`config.mk`:
```
export PLATFORM = sky130hd
export DESIGN_NAME = dac_spi_rx
export DESIGN_NICKNAME = d
export VERILOG_FILES = /design/src/rtl/dac_spi_pkg.sv /design/src/rtl/spi_in_sync.sv /design/src/rtl/dac_spi_rx.sv
export SDC_FILE = /design/constraint.sdc
export NUM_CORES = 1
export LEC_CHECK = 0
export CORE_MARGIN = 3
export CORE_UTILIZATION = 55
export CTS_BUF_LIST = sky130_fd_sc_hd__clkbuf_4
export DETAILED_ROUTE_END_ITERATION = 10
export PLACE_DENSITY = 0.89
export SLEW_MARGIN = 30
export SYNTH_ARGS = -nofsm -noshare
export SYNTH_HDL_FRONTEND = slang
export SYNTH_SLANG_ARGS = --single-unit
```
`constraint.sdc`:
```
create_clock -name clk -period 2.3 [get_ports clk]
set_input_delay 0.46 -clock clk [delete_from_list [all_inputs] [get_ports clk]]
set_output_delay 0.46 -clock clk [all_outputs]
set_load 0.005 [all_outputs]
```
`src/rtl/dac_spi_pkg.sv`:
```
// rtl/dac_spi_pkg.sv - shared constants and state type for the DAC SPI receiver
package dac_spi_pkg;

  localparam int FRAME_BITS = 24;
  localparam int COMM_W     = 4;
  localparam int ADDR_W     = 4;
  localparam int DATA_W     = 16;
  localparam int CNT_W      = 5;

  localparam logic [COMM_W-1:0] CMD_WRITE = 4'h3;
  localparam logic [CNT_W-1:0]  FRAME_CNT = CNT_W'(FRAME_BITS);
  localparam logic [CNT_W-1:0]  CNT_MAX   = '1;

  typedef enum logic [1:0] {
    WAIT_IDLE,
    IDLE,
    SHIFT
  } rx_state_t;

endpackage

```
`src/rtl/spi_in_sync.sv`:
```
// rtl/spi_in_sync.sv - metastability chain plus registered level/rise/fall for one SPI pin
module spi_in_sync #(
  parameter int STAGES = 2
) (
  input  logic clk,
  input  logic rst,
  input  logic din,
  output logic level,
  output logic rise,
  output logic fall
);

  logic [STAGES-1:0] chain_q;
  logic              level_q;
  logic              rise_q;
  logic              fall_q;

  // level, rise and fall all change on the same edge so they stay mutually consistent
  always_ff @(posedge clk) begin
    if (rst) begin
      chain_q <= '0;
      level_q <= 1'b0;
      rise_q  <= 1'b0;
      fall_q  <= 1'b0;
    end else begin
      chain_q <= {chain_q[STAGES-2:0], din};
      level_q <= chain_q[STAGES-1];
      rise_q  <= chain_q[STAGES-1] & ~level_q;
      fall_q  <= ~chain_q[STAGES-1] & level_q;
    end
  end

  assign level = level_q;
  assign rise  = rise_q;
  assign fall  = fall_q;

endmodule

```
`src/rtl/dac_spi_rx.sv`:
```
// rtl/dac_spi_rx.sv - DAC SPI target emulation: decodes 24-bit frames into a valid/error strobe
// Optional readback register bank enabled by macro DAC_SPI_RX_REGFILE_EN.
module dac_spi_rx
  import dac_spi_pkg::*;
#(
  parameter int SYNC_STAGES = 2
) (
  input  logic              clk,
  input  logic              rst,
  input  logic              spi_sclk,
  input  logic              spi_sync,
  input  logic              spi_data,
  output logic              frame_valid,
  output logic              frame_err,
  output logic [COMM_W-1:0] rx_comm,
  output logic [ADDR_W-1:0] rx_addr,
  output logic [DATA_W-1:0] rx_data,
  input  logic [ADDR_W-1:0] rd_addr,
  output logic [DATA_W-1:0] rd_data
);

  logic sclk_lvl, sclk_rise, sclk_fall;
  logic sync_lvl, sync_rise, sync_fall;
  logic data_lvl, data_rise, data_fall;

  spi_in_sync #(.STAGES(SYNC_STAGES)) u_sclk_sync (
    .clk(clk), .rst(rst), .din(spi_sclk),
    .level(sclk_lvl), .rise(sclk_rise), .fall(sclk_fall)
  );

  spi_in_sync #(.STAGES(SYNC_STAGES)) u_sync_sync (
    .clk(clk), .rst(rst), .din(spi_sync),
    .level(sync_lvl), .rise(sync_rise), .fall(sync_fall)
  );

  spi_in_sync #(.STAGES(SYNC_STAGES)) u_data_sync (
    .clk(clk), .rst(rst), .din(spi_data),
    .level(data_lvl), .rise(data_rise), .fall(data_fall)
  );

  logic unused_edges;
  assign unused_edges = sclk_lvl ^ sclk_rise ^ data_rise ^ data_fall;

  rx_state_t               state_q, state_d;
  logic [FRAME_BITS-1:0]   shreg_q, shreg_d;
  logic [CNT_W-1:0]        bit_cnt_q, bit_cnt_d;
  logic [COMM_W-1:0]       rx_comm_q, rx_comm_d;
  logic [ADDR_W-1:0]       rx_addr_q, rx_addr_d;
  logic [DATA_W-1:0]       rx_data_q, rx_data_d;
  logic                    frame_valid_q, frame_valid_d;
  logic                    frame_err_q, frame_err_d;

  always_ff @(posedge clk) begin
    if (rst) begin
      state_q       <= WAIT_IDLE;
      shreg_q       <= '0;
      bit_cnt_q     <= '0;
      rx_comm_q     <= '0;
      rx_addr_q     <= '0;
      rx_data_q     <= '0;
      frame_valid_q <= 1'b0;
      frame_err_q   <= 1'b0;
    end else begin
      state_q       <= state_d;
      shreg_q       <= shreg_d;
      bit_cnt_q     <= bit_cnt_d;
      rx_comm_q     <= rx_comm_d;
      rx_addr_q     <= rx_addr_d;
      rx_data_q     <= rx_data_d;
      frame_valid_q <= frame_valid_d;
      frame_err_q   <= frame_err_d;
    end
  end

  always_comb begin
    state_d       = state_q;
    shreg_d       = shreg_q;
    bit_cnt_d     = bit_cnt_q;
    rx_comm_d     = rx_comm_q;
    rx_addr_d     = rx_addr_q;
    rx_data_d     = rx_data_q;
    frame_valid_d = 1'b0;
    frame_err_d   = 1'b0;
    case (state_q)
      // a frame already running when we leave reset must not be accepted
      WAIT_IDLE: begin
        if (sync_lvl) state_d = IDLE;
      end
      IDLE: begin
        if (sync_fall) begin
          shreg_d   = '0;
          bit_cnt_d = '0;
          state_d   = SHIFT;
        end
      end
      SHIFT: begin
        // sync_rise takes priority: a coincident sclk edge is not shifted in
        if (sync_rise) begin
          state_d = IDLE;
          if (bit_cnt_q == FRAME_CNT) begin
            rx_comm_d     = shreg_q[FRAME_BITS-1 -: COMM_W];
            rx_addr_d     = shreg_q[DATA_W +: ADDR_W];
            rx_data_d     = shreg_q[DATA_W-1:0];
            frame_valid_d = 1'b1;
          end else begin
            frame_err_d = 1'b1;
          end
        end else if (sclk_fall) begin
          shreg_d = {shreg_q[FRAME_BITS-2:0], data_lvl};
          if (bit_cnt_q != CNT_MAX) bit_cnt_d = bit_cnt_q + 1'b1;
        end
      end
      default: state_d = WAIT_IDLE;
    endcase
  end

  assign frame_valid = frame_valid_q;
  assign frame_err   = frame_err_q;
  assign rx_comm     = rx_comm_q;
  assign rx_addr     = rx_addr_q;
  assign rx_data     = rx_data_q;

`ifdef DAC_SPI_RX_REGFILE_EN
  logic [DATA_W-1:0] bank_q [16];
  logic [DATA_W-1:0] rd_data_q;
  logic              bank_we;

  assign bank_we = frame_valid_q && (rx_comm_q == CMD_WRITE);

  // write-through so a fresh write is readable one cycle after frame_valid
  always_ff @(posedge clk) begin
    if (rst) begin
      for (int i = 0; i < 16; i++) bank_q[i] <= '0;
      rd_data_q <= '0;
    end else begin
      if (bank_we) bank_q[rx_addr_q] <= rx_data_q;
      rd_data_q <= (bank_we && (rd_addr == rx_addr_q)) ? rx_data_q : bank_q[rd_addr];
    end
  end

  assign rd_data = rd_data_q;
`else
  logic unused_rd_addr;
  assign unused_rd_addr = ^rd_addr;
  assign rd_data        = '0;
`endif

endmodule

```
# Word level (Yosys, flattened, before mapping)
# Cells that the tools add are included.
# word_totals
inputBits	9
reg_bits	69
out_inout_bits	42
# op_classes
n_mux	15
reduce_logical	7
n_eq_ne	10
bitwise	8
n_addsub	1
# op_table
op	count
24-bit 2-to-1 mux	3
24-bit one-hot mux with 2 select lines	1
5-bit 2-to-1 mux	4
5-bit one-hot mux with 2 select lines	1
2-bit by 1-bit inequality test with 1-bit output (second input constant)	4
2-bit 2-to-1 mux	3
2-bit one-hot mux with 3 select lines	1
3-bit AND reduction	2
5-bit by 1-bit adder with 5-bit output (second input constant)	1
5-bit == test (second input constant)	1
5-bit inequality test (second input constant)	1
1-bit NOT	5
5-bit AND reduction	1
2-bit inequality test (second input constant)	2
4-bit AND reduction	1
1-bit AND	3
3-bit OR reduction	1
2-bit by 1-bit == test with 1-bit output (second input constant)	1
2-bit == test (second input constant)	1
2-bit zero test	1
1-bit 2-to-1 mux	2
2-bit nonzero test	1

# Depth between registers and ports, before layout
# logic_depth
word_depth	5
mapped_depth	7
mapped_depth_nobuf	6

# Cells and area by module
# From an unflattened synthesis, not the netlist that was laid out.
# unflattened
cells_unflattened	322
hier_area_um2	2940.3
# by_module_without_submodules
mod	area_each_um2	n_inst	cells_per_inst
dac_spi_rx	2538.7	1	292
spi_in_sync	133.9	3	10

# Worst setup path after synthesis
# Ideal clock, no wire load.
# synth_path
kind	reg-to-reg
startpoint	reg bit_cnt_q[0]
endpoint	reg bit_cnt_q[3]
period_less_slack_ns	1.539
path_buffers	0
setup_slack_ns	0.761
setup_ns	0.131
required_ns	2.169
stages_incl_launch_ff	7
t_arrival_ns	1.408
cell_sequence	dfxtp_1 ha_1 and3_1 ha_1 nand4b_1 a221oi_1 nor3b_1
# synth_via
elab_chain_len	5
# synth_lines
element	line_no	source
start, declared	dac_spi_rx.sv:46	logic [CNT_W-1:0] bit_cnt_q, bit_cnt_d;
start signal, assigned	dac_spi_rx.sv:66	bit_cnt_q <= bit_cnt_d;
5-bit by 1-bit adder with 5-bit output	dac_spi_rx.sv:110	if (bit_cnt_q != CNT_MAX) bit_cnt_d = bit_cnt_q + 1'b1;
5-bit 2-to-1 mux	dac_spi_rx.sv:110	
5-bit 2-to-1 mux	dac_spi_rx.sv:108	end else if (sclk_fall) begin
5-bit 2-to-1 mux	dac_spi_rx.sv:98	if (sync_rise) begin
5-bit one-hot mux with 2 select lines	dac_spi_rx.sv:84	case (state_q)
# Parallel ways exist; a longest one is shown, timed or not. The select of a mux whose other input is x is not followed.
# A chain may end at the register's enable or synchronous reset.

# Final worst setup path
# layout_path
startpoint	reg bit_cnt_q[0]
endpoint	reg rx_data_q[14], in the netlist rx_data[14]
# layout_via
elab_chain_len	2
# layout_lines
element	line_no	source
5-bit == test	dac_spi_rx.sv:100	if (bit_cnt_q == FRAME_CNT) begin
3-bit AND reduction (no line)	--	
end signal, assigned	dac_spi_rx.sv:69	rx_data_q <= rx_data_d;
end, declared	dac_spi_rx.sv:49	logic [DATA_W-1:0] rx_data_q, rx_data_d;
# No other way between the ends.

==> qor_table.md <==
| Item | Value | Unit |
|:---|:---|:---|
| Main flop type after synthesis | dfxtp_1 | - |
| Endpoints failing setup | 0 | - |
| Max Clock Freq | 542 | MHz |
| Drc violations | 0 | - |
| Setup Total Neg Slack | 0 | ns |
| Clock buffer count from CTS | 9 | - |
| Crit Path Max Fanout | 17 | - |
| Fraction of the mapped netlist area in simple logic gates | 0.236 | - |
| Count of flip-flops with a built-in enable after synthesis | 0 | - |
| Port-buffer cells | 30 | - |
| Overall die height | 77.9 | um |
| Kind of launch point of the worst setup path | flip-flop | - |
| NetSw | 448 | uW |
| Global-route track usage on met2 | 0.345 | - |
| Fraction of power consumed by the clock network | 0.432 | - |
| Routability cong. | 0.773 | - |
| Post-Route WL | 5820 | um |
| Placeable core region | 4850 | um^2 |
| Ports | 51 | - |
| Setup slack, reg-to-reg | 0.46 | ns |
| Total congestion overflow after global routing | 0 | - |
| Initial standard-cell utilization of the core | 0.586 | - |
| Total area of multi-input combinational cells | 1230 | um^2 |
| TritonCTS clock tree | built | - |
| DPL Wire Length | 3770 | um |
| Flop pwr share | 0.545 | - |
| Part of the cycle the worst path needs | 0.802 | - |
| Count of distinct cell types in the synthesized netlist | 31 | - |
| Fraction of the mapped netlist area in adder cells | 0.0132 | - |
| Filler instances | 381 | - |
| Setup repair after global routing missed its margin | false | - |
| Count of nets after finishing | 349 | - |
| Complex-gate fraction of the synthesized area | 0.158 | - |
| Average cell area after synthesis | 8.99 | um^2 |
| Kind of critical path | reg -> reg | - |
| Met3 track demand over resource | 0.0650 | - |
| Worst min-delay path category | reg -> reg | - |
| Post-route clock skew | 0.0110 | ns |
| Most frequent cell after synthesis | dfxtp_1 | - |
| Static leakage | 1.09 | nW |
| Combinational power share | 0.023 | - |
| Critical Path RT | 2.64 | ns |
| Mux share of post-synthesis cell area | 0 | - |
| Max-capacitance violation count | 0 | - |
| Netlist Area Pre-Place | 2840 | um^2 |
| Internal power | 1.77 | mW |
| Most crowded layer after global routing | met2 | - |
| Maximum root-to-sink buffer count | 2 | - |
| Sequential share of the synthesized area | 0.486 | - |
| Antenna diodes | 0 | - |
| Remaining antenna violation count | 0 | - |
| Signed area change from the synthesized netlist to the final layout | 16.7 | % |
| Number of instances in the synthesized netlist | 316 | - |
| Min setup slack post-route | 0.456 | ns |
| Final Hold Violating Endpoints | 0 | - |
| Dominant combinational cell family by area after synthesis | simple AND/OR/NAND/NOR gates | - |
| Via density per instance | 5.75 | - |
| Total of warnings raised by yosys | 0 | - |
| Number of storage elements in the synthesis netlist | 69 | - |
| Arrival time at the worst endpoint | 2.18 | ns |
| Number of placement rows | 25 | - |
| Clock period minus final worst setup slack | 1.84 | ns |
| Power density normalized to cell area | 668 | nW/um^2 |
| Number of global-route vias before repair | 2171 | - |
| Total routing usage reported by global routing | 0.209 | - |
| Final Max Tran Viols | 0 | - |
| Pin count of the biggest net entering global routing | 43 | - |
| Worst-case setup slack after placement | 0.487 | ns |
| Share of the synthesized area in the top cell type | 0.486 | - |
| Wire length of the first global-routing pass | 10200 | um |
| Library cell used as clock root buffer | clkbuf_4 | - |
| Area used by sequential logic in the layout | 1380 | um^2 |
| Relative slew slack | 0.542 | - |
| Post-CTS setup buffers | 0 | - |
| Die Width | 77.9 | um |
| Via count of the routed design | 2350 | - |
| Clock Pin Slew Worst Setup and Hold Paths | 0.10 | ns |
| Overall power | 2.21 | mW |
| Post-DP Area | 3140 | um^2 |
| Clock latency on the worst-skew pair | 0.41 | ns |
| First-pass DRT Iterations | 4 | - |
| Switching power share of the total | 0.202 | - |
| Post-synthesis cell type with the largest combined area | dfxtp_1 | - |
| Top cells by area in the synthesized netlist | dfxtp_1 (49%), a21oi_1 (9.3%), nand3_1 (9.0%) | - |
| Overall die area | 6060 | um^2 |
| Sort of element at the end of the critical path | flip-flop | - |
| GR Util met1 | 0.255 | - |
| Outcome | complete, no violations | - |
| Initial antenna violation count | 0 | - |
| Hold bufs inserted after CTS | 0 | - |
| Commonest cells post-synth | dfxtp_1 (69), a21oi_1 (53), nand3_1 (51), nand4b_1 (26), buf_4 (18) | - |
| Total number of clock tree sinks | 69 | - |
| Detailed Route Iter0 Violations | 163 | - |
| Final std cell area, no fill | 3320 | um^2 |
| Routed len/inst | 14.2 | um |
| Number of levels in the clock H-tree | 3 | - |
| Share of layout cells above drive strength 1 | 0.0906 | - |
| Worst hold slack | 0.413 | ns |
| Slew @ Worst Pin | 0.686 | ns |
| Resized cells post-CTS | 0 | - |
| Worst vdd ir | 0.814 | mV |
| Post-synthesis async set-or-reset flop share | 0 | - |
| XOR/XNOR Fraction of Synth Area | 0 | - |
-- cells in the final DEF, fill, tap and decap left out, types with 11 or more instances in the layout --
master / synthesis / final
o21ai_0: 14 / 14
buf_4: 18 / 11
nand4b_1: 26 / 26
nand3_1: 51 / 51
clkdlybuf4s50_1: 0 / 29
o21ai_1: 12 / 12
dfxtp_1: 69 / 69
a21oi_1: 53 / 53
conb_1: 1 / 16
nor2b_1: 11 / 11
-- routing by layer --
layer	wire length [um]	vias to the layer above
met3	304	13
met2	2880	65
met1	2540	1124
met5	0	-
met4	89	0
li1	-	1148
-- power by group through the flow --
| stage | combinational, mW | sequential, mW | clock, mW |
|---|---|---|---|
| 2_1_floorplan | 0.0556 | 1.23 | 0 |
| 3_3_place_gp | 0.0497 | 1.23 | 0 |
| 3_5_place_dp | 0.0505 | 1.23 | 0 |
| 4_1_cts | 0.0508 | 1.21 | 0.980 |
| 5_1_grt | 0.0575 | 1.21 | 1.03 |
| 6_report | 0.0513 | 1.21 | 0.957 |
-- critical path, cell delays in order, from the launching register on --
cell,delay (ns)
dfxtp_1,0.35
inv_1,0.08
ha_1,0.18
and4b_1,0.65
buf_4,0.28
nand3_1,0.10
a21oi_1,0.14
-- final cells by class --
class                           count  area share
Tap cell                           67      0.0253
Clock inverter                      7      0.0343
Sequential cell                    69       0.416
Clock buffer                        9      0.0204
Timing Repair Buffer               43       0.126
Multi-Input combinational cell    209       0.372
Inverter                            5     0.00566
-- final timing paths --
| kind | depth (start not counted) | from | end |
|---|---|---|---|
| worst min-delay path | 1 | u_sync_sync.chain_q[1] | u_sync_sync.fall |
| worst min register to register | 1 | u_sync_sync.chain_q[1] | u_sync_sync.fall |
| worst max register to register | 6 | bit_cnt_q[0] | rx_data[14] |
| worst max-delay path | 6 | bit_cnt_q[0] | rx_data[14] |
-- flip-flops by register name, summed over array words and instances (netlist names), 4 cells and up --
signal and count:
rx_addr 4, shreg_q 24, rx_comm 4, bit_cnt_q 5, rx_data 16
-- per-stage QoR --
stage	instances	utilization
2_1_floorplan	331	-
3_3_place_gp	393	0.647
3_5_place_dp	393	0.647
4_1_cts	409	0.684
5_1_grt	409	0.684
6_report	409	0.684
-- logic make-up after synthesis --
| family | Yosys count |
|---|---|
| compound gates | 86 |
| fa+ha+maj | 3 |
| simple gates | 104 |
| buf+inv | 53 |
| other cells | 1 |
| flops | 69 |
Note: power is estimated with default switching activity, not from simulation.
